$ cat src/rtl/proc_trace_monitor_if.sv
// proc_trace_monitor_if: retirement, halt and trace-readout signals between the core side and the monitor
interface proc_trace_monitor_if #(
  parameter int XLEN  = 32,
  parameter int CNT_W = 32,
  parameter int DEPTH = 16
);
  localparam int FW = $clog2(DEPTH) + 1;
  logic              retire_valid;
  logic [XLEN-1:0]   retire_pc;
  logic [31:0]       retire_instr;
  logic              retire_we;
  logic [4:0]        retire_rd;
  logic [XLEN-1:0]   retire_wdata;
  logic              halt_in;
  logic              rd_ready;
  logic              rd_valid;
  logic [CNT_W-1:0]  rd_cycle;
  logic [XLEN-1:0]   rd_pc;
  logic [31:0]       rd_instr;
  logic              rd_we;
  logic [4:0]        rd_rd;
  logic [XLEN-1:0]   rd_wdata;
  logic [FW-1:0]     fill;
  logic [CNT_W-1:0]  cycle_count;
  logic              halted;
  logic              timed_out;
  logic              overflow;
  modport master (
    output retire_valid, retire_pc, retire_instr, retire_we, retire_rd, retire_wdata, halt_in, rd_ready,
    input  rd_valid, rd_cycle, rd_pc, rd_instr, rd_we, rd_rd, rd_wdata, fill, cycle_count, halted, timed_out, overflow
  );
  modport slave (
    input  retire_valid, retire_pc, retire_instr, retire_we, retire_rd, retire_wdata, halt_in, rd_ready,
    output rd_valid, rd_cycle, rd_pc, rd_instr, rd_we, rd_rd, rd_wdata, fill, cycle_count, halted, timed_out, overflow
  );
endinterface

$ cat src/rtl/proc_trace_monitor.sv
// proc_trace_monitor: run-control FSM (halt/watchdog) with a show-ahead retirement trace buffer
module proc_trace_monitor #(
  parameter int XLEN    = 32,
  parameter int DEPTH   = 16,
  parameter int TIMEOUT = 5000,
  parameter int CNT_W   = 32,
  parameter int RING    = 1
) (
  input logic                clock_proc,
  input logic                rst,
  proc_trace_monitor_if.slave bus
);
  localparam int AW = $clog2(DEPTH);
  typedef enum logic [1:0] {RUN, HALTED, TIMED_OUT} state_t;
  typedef struct packed {
    logic [CNT_W-1:0] cyc;
    logic [XLEN-1:0]  pc;
    logic [31:0]      instr;
    logic             we;
    logic [4:0]       rd;
    logic [XLEN-1:0]  wdata;
  } rec_t;
  rec_t             mem_q [DEPTH];
  state_t           state_q;
  logic [CNT_W-1:0] cnt_q;
  logic [AW-1:0]    head_q, head_d, tail_q, tail_d;
  logic [AW:0]      fill_q, fill_d;
  logic             halted_q, timed_out_q, overflow_q;
  logic             push, pop, full, drop, wr, adv;
  always_comb begin
    push   = state_q == RUN && bus.retire_valid;
    pop    = fill_q != '0 && bus.rd_ready;
    full   = fill_q == (AW+1)'(DEPTH);
    drop   = push && full && !pop;
    // in ring mode a drop becomes an overwrite of the oldest entry
    wr     = !rst && push && (!full || pop || RING != 0);
    adv    = pop || (drop && RING != 0);
    head_d = head_q + AW'(adv);
    tail_d = tail_q + AW'(wr);
    fill_d = fill_q + (AW+1)'(push && !pop && !full) - (AW+1)'(pop && !push);
  end
  always_ff @(posedge clock_proc)
    if (wr) mem_q[tail_q] <= '{cnt_q, bus.retire_pc, bus.retire_instr, bus.retire_we, bus.retire_rd, bus.retire_wdata};
  always_ff @(posedge clock_proc) begin
    if (rst) begin
      state_q     <= RUN;
      cnt_q       <= '0;
      head_q      <= '0;
      tail_q      <= '0;
      fill_q      <= '0;
      halted_q    <= 1'b0;
      timed_out_q <= 1'b0;
      overflow_q  <= 1'b0;
    end else begin
      head_q     <= head_d;
      tail_q     <= tail_d;
      fill_q     <= fill_d;
      overflow_q <= overflow_q | drop;
      if (state_q == RUN) begin
        if (bus.halt_in) begin
          state_q  <= HALTED;
          halted_q <= 1'b1;
        end else if (cnt_q == CNT_W'(TIMEOUT)) begin
          state_q     <= TIMED_OUT;
          timed_out_q <= 1'b1;
        end else begin
          cnt_q <= cnt_q + 1'b1;
        end
      end
    end
  end
  assign bus.rd_valid    = fill_q != '0;
  assign bus.rd_cycle    = mem_q[head_q].cyc;
  assign bus.rd_pc       = mem_q[head_q].pc;
  assign bus.rd_instr    = mem_q[head_q].instr;
  assign bus.rd_we       = mem_q[head_q].we;
  assign bus.rd_rd       = mem_q[head_q].rd;
  assign bus.rd_wdata    = mem_q[head_q].wdata;
  assign bus.fill        = fill_q;
  assign bus.cycle_count = cnt_q;
  assign bus.halted      = halted_q;
  assign bus.timed_out   = timed_out_q;
  assign bus.overflow    = overflow_q;
endmodule

$ cat src/flat_wrapper.sv
// flat-port wrapper written by rule: the top's interface ports become plain ports
module proc_trace_monitor_flat 
#(
  parameter int XLEN    = 32,
  parameter int DEPTH   = 16,
  parameter int TIMEOUT = 5000,
  parameter int CNT_W   = 32,
  parameter int RING    = 1
)
  (clock_proc, rst, bus_retire_valid, bus_retire_pc, bus_retire_instr, bus_retire_we, bus_retire_rd, bus_retire_wdata, bus_halt_in, bus_rd_ready, bus_rd_valid, bus_rd_cycle, bus_rd_pc, bus_rd_instr, bus_rd_we, bus_rd_rd, bus_rd_wdata, bus_fill, bus_cycle_count, bus_halted, bus_timed_out, bus_overflow);
  proc_trace_monitor_if #(.XLEN(XLEN), .CNT_W(CNT_W), .DEPTH(DEPTH)) bus_i ();
  input logic clock_proc;
  input logic rst;
  input wire logic [$bits(bus_i.retire_valid)-1:0] bus_retire_valid;
  input wire logic [$bits(bus_i.retire_pc)-1:0] bus_retire_pc;
  input wire logic [$bits(bus_i.retire_instr)-1:0] bus_retire_instr;
  input wire logic [$bits(bus_i.retire_we)-1:0] bus_retire_we;
  input wire logic [$bits(bus_i.retire_rd)-1:0] bus_retire_rd;
  input wire logic [$bits(bus_i.retire_wdata)-1:0] bus_retire_wdata;
  input wire logic [$bits(bus_i.halt_in)-1:0] bus_halt_in;
  input wire logic [$bits(bus_i.rd_ready)-1:0] bus_rd_ready;
  output wire logic [$bits(bus_i.rd_valid)-1:0] bus_rd_valid;
  output wire logic [$bits(bus_i.rd_cycle)-1:0] bus_rd_cycle;
  output wire logic [$bits(bus_i.rd_pc)-1:0] bus_rd_pc;
  output wire logic [$bits(bus_i.rd_instr)-1:0] bus_rd_instr;
  output wire logic [$bits(bus_i.rd_we)-1:0] bus_rd_we;
  output wire logic [$bits(bus_i.rd_rd)-1:0] bus_rd_rd;
  output wire logic [$bits(bus_i.rd_wdata)-1:0] bus_rd_wdata;
  output wire logic [$bits(bus_i.fill)-1:0] bus_fill;
  output wire logic [$bits(bus_i.cycle_count)-1:0] bus_cycle_count;
  output wire logic [$bits(bus_i.halted)-1:0] bus_halted;
  output wire logic [$bits(bus_i.timed_out)-1:0] bus_timed_out;
  output wire logic [$bits(bus_i.overflow)-1:0] bus_overflow;
  assign bus_i.retire_valid = bus_retire_valid;
  assign bus_i.retire_pc = bus_retire_pc;
  assign bus_i.retire_instr = bus_retire_instr;
  assign bus_i.retire_we = bus_retire_we;
  assign bus_i.retire_rd = bus_retire_rd;
  assign bus_i.retire_wdata = bus_retire_wdata;
  assign bus_i.halt_in = bus_halt_in;
  assign bus_i.rd_ready = bus_rd_ready;
  assign bus_rd_valid = bus_i.rd_valid;
  assign bus_rd_cycle = bus_i.rd_cycle;
  assign bus_rd_pc = bus_i.rd_pc;
  assign bus_rd_instr = bus_i.rd_instr;
  assign bus_rd_we = bus_i.rd_we;
  assign bus_rd_rd = bus_i.rd_rd;
  assign bus_rd_wdata = bus_i.rd_wdata;
  assign bus_fill = bus_i.fill;
  assign bus_cycle_count = bus_i.cycle_count;
  assign bus_halted = bus_i.halted;
  assign bus_timed_out = bus_i.timed_out;
  assign bus_overflow = bus_i.overflow;
  proc_trace_monitor #(.XLEN(XLEN), .DEPTH(DEPTH), .TIMEOUT(TIMEOUT), .CNT_W(CNT_W), .RING(RING)) u_core (.clock_proc(clock_proc), .rst(rst), .bus(bus_i));
endmodule
$ cat config.mk
export PLATFORM = sky130hd
export DESIGN_NAME = proc_trace_monitor_flat
export DESIGN_NICKNAME = d
export VERILOG_FILES = /design/src/rtl/proc_trace_monitor_if.sv /design/src/rtl/proc_trace_monitor.sv /design/src/flat_wrapper.sv
export SDC_FILE = /design/constraint.sdc
export NUM_CORES = 2
export LEC_CHECK = 0
export BUFFER_PORTS_ARGS = -buffer_cell sky130_fd_sc_hd__buf_2
export CAP_MARGIN = 20
export CORE_MARGIN = 5
export CORE_UTILIZATION = 55
export DETAILED_ROUTE_END_ITERATION = 6
export PLACE_DENSITY = 0.75
export SKIP_LAST_GASP = 1
export SYNTH_ARGS = -nofsm -noshare
export SYNTH_HDL_FRONTEND = slang
export SYNTH_SLANG_ARGS = --single-unit
$ cat constraint.sdc
create_clock -name clock_proc -period 11.85 [get_ports clock_proc]
set_input_delay 1.7775 -clock clock_proc [delete_from_list [all_inputs] [get_ports clock_proc]]
set_output_delay 1.7775 -clock clock_proc [all_outputs]
set_load 0.02 [all_outputs]
==> flow_summary.toml <==
[route]
wl_per_cell_microns = 30.86
drtIter0Drc = 4536
post_drt_via_cell_ratio = 6.304
wl_microns = 181100
drc = 0
vias = 37000
drtPass1Iterations = 6
postRouteAntennaNets = 0

[logic_synthesis]
synth_area_leaders = "edfxtp_1, mux4_2, dfxtp_1, clkbuf_1, buf_2"
synthDistinctLibCells = 43
yosysMostFrequentCell = "edfxtp_1"
syn_area_per_cell_sq_um = 25.27
async_reset_ff_share_pct = 0
ys_top_cells_by_count = "edfxtp_1, mux4_2, clkbuf_1"
netlist.area_leader.share_pct = 77.91
synth_area_sq_mm = 0.08263
yosysWarnings = 0
synth_seq_cells = 2194
seq_area_frac_synth_pct = 79.13
synthCells = 3270
synth_edf_count = 2144
synth_ff_type = "edfxtp_1"
syn_nets = 3390
synth_area_leader_cell = "edfxtp_1"

[timing]
worst_slew_pin_slew_ns = 1.094
fin_crit_ns = 6.561
setup_viol = 0
rsz0062_at_grt = "false"
fin_crit_sh_pct = 55.36
maxSlewViolCount = 0
finalSetupTns_ns = 0
fmax_mhz = 152.4
skew_ns = 0.01897
hold_violations = 0
slew_headroom_pct = 27.07

[setup_path]
cp_max_fo = 108
path_cells = "buf_12 > buf_4 > mux4_2 > mux4_2 > buf_2"
required_ns = 10.07
worstSetupStartpointType = "flop"
path_delay_family = "buffers and inverters"
path_buf_inv = 3
worstPathArrival_ns = 4.78
cpMaxStageDelayCell = "buf_4"
slowest_delay_ns = 0.88
timing_worst_setup_path_type = "reg -> out"
cp-end-kind = "output port"
cpMostUsedCell = "mux4_2"

[power]
p_comb_share_pct = 17.6
power_mw = 18.26
p_sw_mw = 4.423
p_int_mw = 13.84
seqPwrFrac_pct = 47.1
ir_drop_mv = 0.1696
p_per_area_mw_per_mm2 = 195.7
leakage_nw = 28.40
p_clk_share_pct = 35.3
swShare_pct = 24.22

[clock_network]
tritoncts = "yes"
cts_resized = 0
ctsHoldBuffers = 0
cts-buffers-inserted = 209
ctsHtreeMaxLevel = 4
cts_max_path_buffers = 3
cts.sinks = 2194
post-cts-setup-buffer-count = 0
cts.root.buffer_cell = "clkbuf_16"
clkSlewWorstSetupHoldPaths_ns = 0.06
worstSkewPairLatency_ns = 0.82

[run_status]
status = "completed"

[finish]
area_growth_pct = 12.95
num-fill-cells = 9793
finalNetCount = 3781
drive_above_1_share_pct = 34.96

[global_routing]
grtUsageTotal_pct = 23.23
grt_max_degree = 158
gr-total-overflow = 0
grt_pass1_wl_microns = 265300
antenna_found_initial = 26
grt_pass1_vias = 38450

[floorplan]
die_height_microns = 397.6
num_io_pins = 282
fp-row-count = 142
start_util_pct = 55.24
core_area_sq_mm = 0.1496
die-area_sq_mm = 0.1581
fp.dieW_microns = 397.6

[place]
routabilityCongestion = 0.7307
io_buffers = 281
place_hpwl_microns = 86700

[min_path]
min_path_type = "reg -> reg"

[job]
maxCapViolCount = 0
path summary, 6_finish.rpt:
kind | start | end | slack [ns] | cells past startpoint
min reg2reg | u_core.bus.timed_out | u_core.bus.timed_out | 0.48 | 2
max | u_core.head_q[0] | bus_rd_wdata[21] | 5.29 | 5
min | u_core.bus.timed_out | u_core.bus.timed_out | 0.48 | 2
max reg2reg | u_core.state_q[1] | u_core.mem_q[9][130] | 7.37 | 7
per-stage QoR:
stage	util (%)	area [sq um]	setup slack [ns]	instances	hold slack, ns
after floorplan	-	82650	3.070	3270	0.4761
after global placement	57.91	86640	5.968	5465	0.4526
after detailed placement	57.93	86660	5.890	5466	0.4604
after CTS	62.36	93280	5.097	5849	0.4816
after global routing	62.37	93310	4.821	5858	0.5064
final	62.39	93330	5.289	5869	0.4763
metal layers:
layer  global-route usage (%)  part of all wire [%]  wire length (microns)
met5                        0                 0.019                     35
met4                    5.764                   2.0                   3698
met3                    5.305                   8.8                  15980
met2                    36.96                    50                  90170
met1                    33.49                    39                  71240
layout by cell type (no fill, tap or decap), drive strengths merged, types with 18 or more instances in the layout:
master  synthesis  routed
clkbuf        106     257
mux4          670     670
inv            17      27
edfxtp       2144    2144
xnor2          21      21
nor2           53      53
bufinv          0      18
dfxtp          50      50
clkinv          0      91
diode           0      20
buf            59     345
registers in the layout, indices dropped and copies added, names as in the netlist:
name / count
u_core.state_q: 2
u_core.bus.overflow: 1
u_core.bus.timed_out: 1
u_core.mem_q: 2144
u_core.bus.halted: 1
u_core.tail_q: 4
u_core.head_q: 4
u_core.bus.cycle_count: 32
u_core.bus.fill: 5
power groups by stage:
stage          logic, mW  clock network, mW  registers (mW)
2_1_floorplan       2.50                  0            8.72
3_3_place_gp        3.24                  0            8.77
3_5_place_dp        3.26                  0            8.78
4_1_cts             3.29               6.57            8.61
5_1_grt             3.46               6.92            8.61
6_report            3.21               6.44            8.61
kinds of logic (layout without fill, tap and decap cells):
family	count (synthesis)	after routing	synth area share, %
fa+ha+maj	13	13	0.2059
other cells	0	20	0
buf+inv	182	745	0.9040
compound gates	32	32	0.2196
xor+xnor	27	27	0.2862
mux	672	672	18.29
simple gates	150	150	0.9721
flops	2194	2194	79.13
tightest hold or removal path: cells and delay by family, from the launching register on:
kind / cells / cell delay (ns)
flops: 1 / 0.33
simple gates: 2 / 0.12
final cells by class:
class                   instances  area (sq um)  area share (%)
flip-flops and latches       2194         65400           70.07
multi-input cells             894         16640           17.83
clock buffers                 257          5484           5.876
well taps                    2016          2522           2.703
repair buffers                345          2037           2.182
clock inverters               126          1142           1.224
inverters                      17         63.81         0.06837
diodes                         20         50.05         0.05362
No activity file was read; power rests on OpenSTA's default activity.
